**config.mk**
```make
export PLATFORM = sky130hd
export DESIGN_NAME = uart_rx_fifo
export DESIGN_NICKNAME = d
export VERILOG_FILES = /design/src/rtl/uart_rx_fifo.sv
export SDC_FILE = /design/constraint.sdc
export NUM_CORES = 1
export LEC_CHECK = 0
export ABC_CLOCK_PERIOD_IN_PS = 3000
export BUFFER_PORTS_ARGS = -buffer_cell sky130_fd_sc_hd__buf_2
export CAP_MARGIN = 15
export CORE_ASPECT_RATIO = 0.6
export CORE_MARGIN = 2
export CORE_UTILIZATION = 40
export CTS_CLUSTER_DIAMETER = 120
export DETAILED_ROUTE_END_ITERATION = 8
export SLEW_MARGIN = 20
export SYNTH_ARGS = -nofsm -noshare
export SYNTH_HDL_FRONTEND = slang
export SYNTH_SLANG_ARGS = --single-unit
```
**constraint.sdc**
```tcl
create_clock -name clk -period 3 [get_ports clk]
set_input_delay 0.45 -clock clk [delete_from_list [all_inputs] [get_ports clk]]
set_output_delay 0.45 -clock clk [all_outputs]
set_load 0.02 [all_outputs]
```
**src/rtl/uart_rx_fifo.sv**
```systemverilog
// uart_rx_fifo: circular receive buffer between the UART receiver and the host.
// It stores each rx_dout word qualified by rx_done_tick. The consumer reads
// words through a rd_en / rd_valid handshake. Status flags are derived only
// from registered pointers, so they do not depend combinationally on strobes.
// Optional feature macro: UART_RX_FIFO_OVF_FLAG_EN adds a sticky overflow flag
// (overflow) and its clear input (ovf_clr).
// Note: rst_n is an asynchronous reset that is active-high.
module uart_rx_fifo #(
    parameter int DBIT   = 8,
    parameter int ADDR_W = 4
) (
    input  logic              clk,
    input  logic              rst_n,
    input  logic              rx_done_tick,
    input  logic [DBIT-1:0]   rx_dout,
    input  logic              rd_en,
    output logic [DBIT-1:0]   rd_data,
    output logic              rd_valid,
    output logic              empty,
    output logic              full,
`ifdef UART_RX_FIFO_OVF_FLAG_EN
    output logic              overflow,
    input  logic              ovf_clr,
`endif
    output logic [ADDR_W:0]   count
);

    localparam int DEPTH = 2 ** ADDR_W;

    logic [DBIT-1:0] mem_q [DEPTH];
    logic [ADDR_W:0] wp_q, wp_d;
    logic [ADDR_W:0] rp_q, rp_d;
    logic [DBIT-1:0] rd_data_q, rd_data_d;
    logic            rd_valid_q, rd_valid_d;
    logic            rd_acc;
    logic            wr_acc;

    // Status flags. The extra pointer MSB separates the full case from the empty case.
    always_comb begin
        empty = (wp_q == rp_q);
        full  = (wp_q[ADDR_W-1:0] == rp_q[ADDR_W-1:0]) && (wp_q[ADDR_W] != rp_q[ADDR_W]);
        count = wp_q - rp_q;
    end

    // Accept decisions and next-state values for the pointers and read port.
    // A write into a full FIFO is accepted when a read frees a slot in the same
    // cycle. The slot written is then the one being read, and the read takes the
    // old word because the memory update is non-blocking.
    always_comb begin
        rd_acc     = rd_en && !empty;
        wr_acc     = rx_done_tick && (!full || rd_acc);
        wp_d       = wp_q + (ADDR_W+1)'(wr_acc);
        rp_d       = rp_q + (ADDR_W+1)'(rd_acc);
        rd_data_d  = rd_data_q;
        rd_valid_d = rd_acc;
        if (rd_acc) begin
            rd_data_d = mem_q[rp_q[ADDR_W-1:0]];
        end
    end

    // Pointer and read-port registers.
    always_ff @(posedge clk or posedge rst_n) begin
        if (rst_n) begin
            wp_q       <= '0;
            rp_q       <= '0;
            rd_data_q  <= '0;
            rd_valid_q <= 1'b0;
        end else begin
            wp_q       <= wp_d;
            rp_q       <= rp_d;
            rd_data_q  <= rd_data_d;
            rd_valid_q <= rd_valid_d;
        end
    end

    // Storage array. It is not reset: a slot is only read after it has been written.
    always_ff @(posedge clk) begin
        if (wr_acc) begin
            mem_q[wp_q[ADDR_W-1:0]] <= rx_dout;
        end
    end

    assign rd_data  = rd_data_q;
    assign rd_valid = rd_valid_q;

`ifdef UART_RX_FIFO_OVF_FLAG_EN
    logic overflow_q, overflow_d;
    logic drop;

    // Sticky drop flag. A drop in the same cycle as a clear wins, so no drop goes unreported.
    always_comb begin
        drop       = rx_done_tick && full && !rd_acc;
        overflow_d = drop || (overflow_q && !ovf_clr);
    end

    // Overflow flag register.
    always_ff @(posedge clk or posedge rst_n) begin
        if (rst_n) begin
            overflow_q <= 1'b0;
        end else begin
            overflow_q <= overflow_d;
        end
    end

    assign overflow = overflow_q;
`endif

endmodule

```
== Word-level counts from Yosys, hierarchy flattened ==
Memories as Yosys holds them, arrays and structs flattened. A register that Yosys moved wholly into a read port is not among the register bits.
Index checks and enable logic that the tools add are counted.

* Logic and storage cells: 18
* Memory bits (writable): 128
* Output and inout bits: 16
* Memories kept: 1
* Bits in registers: 11

* Muxes and demuxes: 2
* Add/sub/neg operators: 3
* Reduce and logical (&&, ||, !) cells: 6
* Equality and inequality tests: 3

{| class="wikitable"
|+ Memory list
! memory !! words !! bits a word !! rd ports !! clocked after Yosys merged registers in !! write ports !! line !! source
|-
| mem_q || 16 || 8 || 1 || 1 || 1 || 30 || <nowiki>logic [DBIT-1:0] mem_q [DEPTH];</nowiki>
|}

{| class="wikitable"
|+ Operator list
! kind !! count
|-
| adder 5 x 1 -> 5 bit || 2
|-
| equality test 5 bit || 1
|-
| subtractor 5 bit || 1
|-
| equality test 4 bit || 1
|-
| logical AND 1 bit || 3
|-
| zero test 1 bit || 2
|-
| 2-to-1 mux 1 bit || 2
|-
| logical OR 1 bit || 1
|-
| inequality test 1 bit || 1
|}

== Depth between registers and ports, before layout ==
* Depth in word-level cells: 7
* Gate-level depth with buffers: 12

== Worst setup path before layout ==
No wires, ideal clock.

* Path kind: register to register
* Start: register rp_q[2]
* End: memory mem_q[3][0] (enable)
* Data arrival time: 2.298 ns
* Required time: 2.617 ns
* Cell stages (with the launch flop): 9
* Setup slack: 0.319 ns
* Setup time: 0.383 ns
* Path through: dfrtp_1 > buf_6 > clkbuf_1 > inv_1 > ha_1 > nand4_1 > o31a_1 > nand3_1 > nor3_1

* Cells in the longest elaborated chain, start to end: 7

{| class="wikitable"
|+ Ends and longest elaborated chain
! item !! line !! source
|-
| start: declaration || 32 || <nowiki>logic [ADDR_W:0] rp_q, rp_d;</nowiki>
|-
| start signal: assignment || 70 || <nowiki>rp_q <= rp_d;</nowiki>
|-
| equality test 5 bit or equality test 4 bit (tied branches) || 40, 41 ||
|-
| zero test 1 bit or logical AND 1 bit (tied branches) || 50, 41 ||
|-
| logical AND 1 bit or zero test 1 bit (tied branches) || 50, 51 ||
|-
| logical OR 1 bit (*) || 51 || <nowiki>wr_acc = rx_done_tick && (!full || rd_acc);</nowiki>
|-
| logical AND 1 bit (*) || 51 ||
|-
| 2-to-1 mux 1 bit (*) || 78 || <nowiki>if (wr_acc) begin</nowiki>
|-
| 2-to-1 mux 1 bit (implied by the code) (*) || 79 || <nowiki>mem_q[wp_q[ADDR_W-1:0]] <= rx_dout;</nowiki>
|-
| end: declaration || 30 ||
|}

Mark *: on every way between the ends. The rest lies on a longest branch, timed or not.

== Worst setup path after layout ==
* Start: register rp_q[3]
* End: register rp_q[4]

* Cells in the longest elaborated chain, start to end: 4

{| class="wikitable"
|+ Ends and longest elaborated chain
! item !! line !! source
|-
| equality test 5 bit || 40 || <nowiki>empty = (wp_q == rp_q);</nowiki>
|-
| zero test 1 bit || 50 || <nowiki>rd_acc = rd_en && !empty;</nowiki>
|-
| logical AND 1 bit || 50 ||
|-
| adder 5 x 1 -> 5 bit (*) || 53 || <nowiki>rp_d = rp_q + (ADDR_W+1)'(rd_acc);</nowiki>
|-
| named net rp_d[4] || 32 ||
|}

The timed path passes the listed nets; every way through them passes the cells marked *.

==> results.md <==
- Htree depth: 4
- Final slew viol count: 0
- Die X-Extent: 161 um
- Clk Latency, worst-skew pair: around 0.42 ns
- Worst Hold Class: primary input to asynchronous set/reset pin
- WS Path Type: flip-flop to flip-flop
- Hpwl dp: just under 8000 um
- Layout cells sized above 1: 27.7%
- Ports: 28
- Via count: between 2000 and 3000
- CTS tree: yes
- Vias in the first global route: a little under 3000
- Core ar.: 14400 um^2
- Final worst slack: around 0.43 ns
- Skew final: 0.00959 ns
- Yosys warns: 0
- IO Port Bufs: 27
- Crit Path Max Fanout: 18
- Seq/Total Area, Yosys: 73.5%
- Highest clock rate: 0.389 GHz
- Reg clk slew, reported paths: 0.06 ns
- Tightest Pin Transition: approximately 0.84 ns
- Root Buffer: clkbuf_16
- Post-CTS setup buffer count: 0
- DRT iter0 DRCs: around 220
- Cell Chain, Critical Path: inv_2, ha_1, nand4_1, o21a_1, ha_1, ha_1, nand3_1, xnor2_1
- Detailed Routing Iterations Pass 1: 4
- Synthesized flop and latch total: about 150
- Worst Path Required: 3.30 ns
- Async SR Flop Fraction: 12.9%
- Synth area leaders: edfxtp_1 (65%), mux4_1 (8.5%), dfrtp_1 (8.1%)
- Initial antenna violation count: 0
- Final setup viols: 0
- Largest net degree at the start of global routing: 36
- Starting density of the core: 40.8%
- Ys flop type: edfxtp_1
- CP dominant cell by count: ha_1
- Outcome: complete, no violations
- GP Congestion: 0.786
- Worst EP arrival: roughly 2.9 ns
- Row count: 34
- Max-cap violation count: 0
- Final hold violations: 0
- Unique masters post-synth: 26
- Post-synth EDFFs: 128
- Die area: 15700 um^2
- CP Launch Type: flip-flop
- Cell area after synthesis: 5880 um^2
- Vias/cell: 5.20
- Commonest non-fill, non-tap cells in the layout: edfxtp_1 (128), buf_2 (27), mux4_1 (19), buf_4 (19), dfrtp_1 (18)
- Leak: 2.44 nW
- Setup TNS: 0 ns
- Cts hold-fix bufs: 0
- CP peak stage delay: 0.55 ns
- ANT cells: 0
- Die Y: approximately 98 um
- GRT Overall Usage: between 10% and 20%
- Post-synth top area cell: edfxtp_1
- Clk sinks: 147
- Crit. End Element: flip-flop
- PwrDens: 1040 nW/um^2
- Wire per inst: 21.8 um
- Tmin final: 2.57 ns
- CTS resizes: 0
- Synth top area share: between 60 and 70%
- First-pass GRT wire length: 18400 um
- Synth Area per Inst: 20.1 um^2
- Area grow syn2layout: 17.9%
- GRT overflow: 0
- Clk buf depth: 2
- Worst vdd ir: 0.633 mV
- Place WS: 0.446 ns
- Mapped Cells: around 290
- Unrepaired setup endpoints after global routing: false
- Syn nets: about 310
- Number of remaining DRC errors: 0
- CTS buffer count: 17
- Post-layout nets: 366
- Post-Route WL: 12100 um
- Crit path max-delay cell type: o21a_1
- Most common cell after layout, fill and taps aside: edfxtp_1
- Max_slew headroom: 43.5%
- Final antenna-violating net count: 0
- Final worst-path cycle share: 85.7%
[final timing paths]
kind,cells past startpoint,slack [ns],to,startpoint
min in group clk,1,0.44,mem_q[9][1]$_DFFE_PP_,rx_dout[1]
max in group asynchronous,2,2.28,rp_q[0]$_DFF_PP0_,rst_n
min,2,0.18,rp_q[2]$_DFF_PP0_,rst_n
min reg2reg,1,0.53,rp_q[4]$_DFF_PP0_,rp_q[4]$_DFF_PP0_
max,8,0.43,rp_q[4]$_DFF_PP0_,rp_q[3]$_DFF_PP0_
max reg2reg,8,0.43,rp_q[4]$_DFF_PP0_,rp_q[3]$_DFF_PP0_
[power by group]
part / internal [mW] / leakage, nW / switching, mW
Clock: 1.38 / 0.298 / 0.805
Combinational: 0.977 / 0.770 / 1.35
Sequential: 2.53 / 1.37 / 0.163
[per-stage QoR]
| stage | std cells | hold WS [ns] | power (mW) | util (%) | cell area (um^2) |
|---|---|---|---|---|---|
| 2_1_floorplan | 292 | 0.401 | 4.36 | - | 5880 |
| 3_3_place_gp | 524 | 0.529 | 5.05 | 43.8 | 6310 |
| 3_5_place_dp | 524 | 0.532 | 5.07 | 43.8 | 6310 |
| 4_1_cts | 556 | 0.192 | 7.27 | 48.1 | 6930 |
| 5_1_grt | 556 | 0.239 | 7.54 | 48.1 | 6930 |
| 6_report | 556 | 0.176 | 7.21 | 48.1 | 6930 |
[cells in the mapped netlist (4+ instances only)]
master,count
nand3_1,8
clkbuf_1,4
dfrtp_1,19
ha_1,8
nor3_1,4
mux2_2,8
o22ai_1,16
nor2_1,14
mux4_2,13
buf_6,6
edfxtp_1,128
mux4_1,19
xnor2_1,8
a21oi_1,10
inv_1,9
[cell type report]
class / count / area [um^2]
Fill cell: 1229 / 7490
Sequential cell: 147 / 4320
Multi-Input combinational cell: 123 / 1430
Clock buffer: 22 / 474
Timing Repair Buffer: 46 / 278
Tap cell: 198 / 248
Clock inverter: 10 / 145
Inverter: 10 / 37.5
[metal layers]
layer / routed length (um) / up-vias / GRT usage, % / share of wire, %
li1: - / 1305 / - / -
met5: 0 / - / 0 / 0
met2: 4960 / 83 / 21.6 / 41
met3: 912 / 18 / 5.40 / 7.5
met4: 186 / 0 / 5.54 / 1.5
met1: 6080 / 1486 / 25.7 / 50
[cells by family (layout without fill, tap and decap cells)]
logic type	after synthesis	in the layout	share of synthesized area (%)
XOR/XNOR	11	11	1.64
flip-flops	147	147	73.5
adder cells (fa/ha/maj)	9	9	2.04
multiplexers	40	40	15.0
AND/OR/NAND/NOR	32	32	2.43
buffers and inverters	22	88	2.21
AO/OA/AOI/OAI	31	31	3.21
[worst max-delay path, delay by kind of cell, from the launching register on]
kind / cells / cell delay [ns]
DFF: 1 / 0.43
AOI/OAI and AO/OA: 1 / 0.55
adders and majority gates: 3 / 0.81
buffers and inverters: 1 / 0.22
and+or+nand+nor: 2 / 0.30
xor gates and xnor gates: 1 / 0.15
[sequential cells by signal, summed over array words and instances, names as in the netlist]
signal	cells
wp_q	5
mem_q	128
rd_valid	1
rp_q	5
rd_data	8
(Power assumes the default switching activity.)
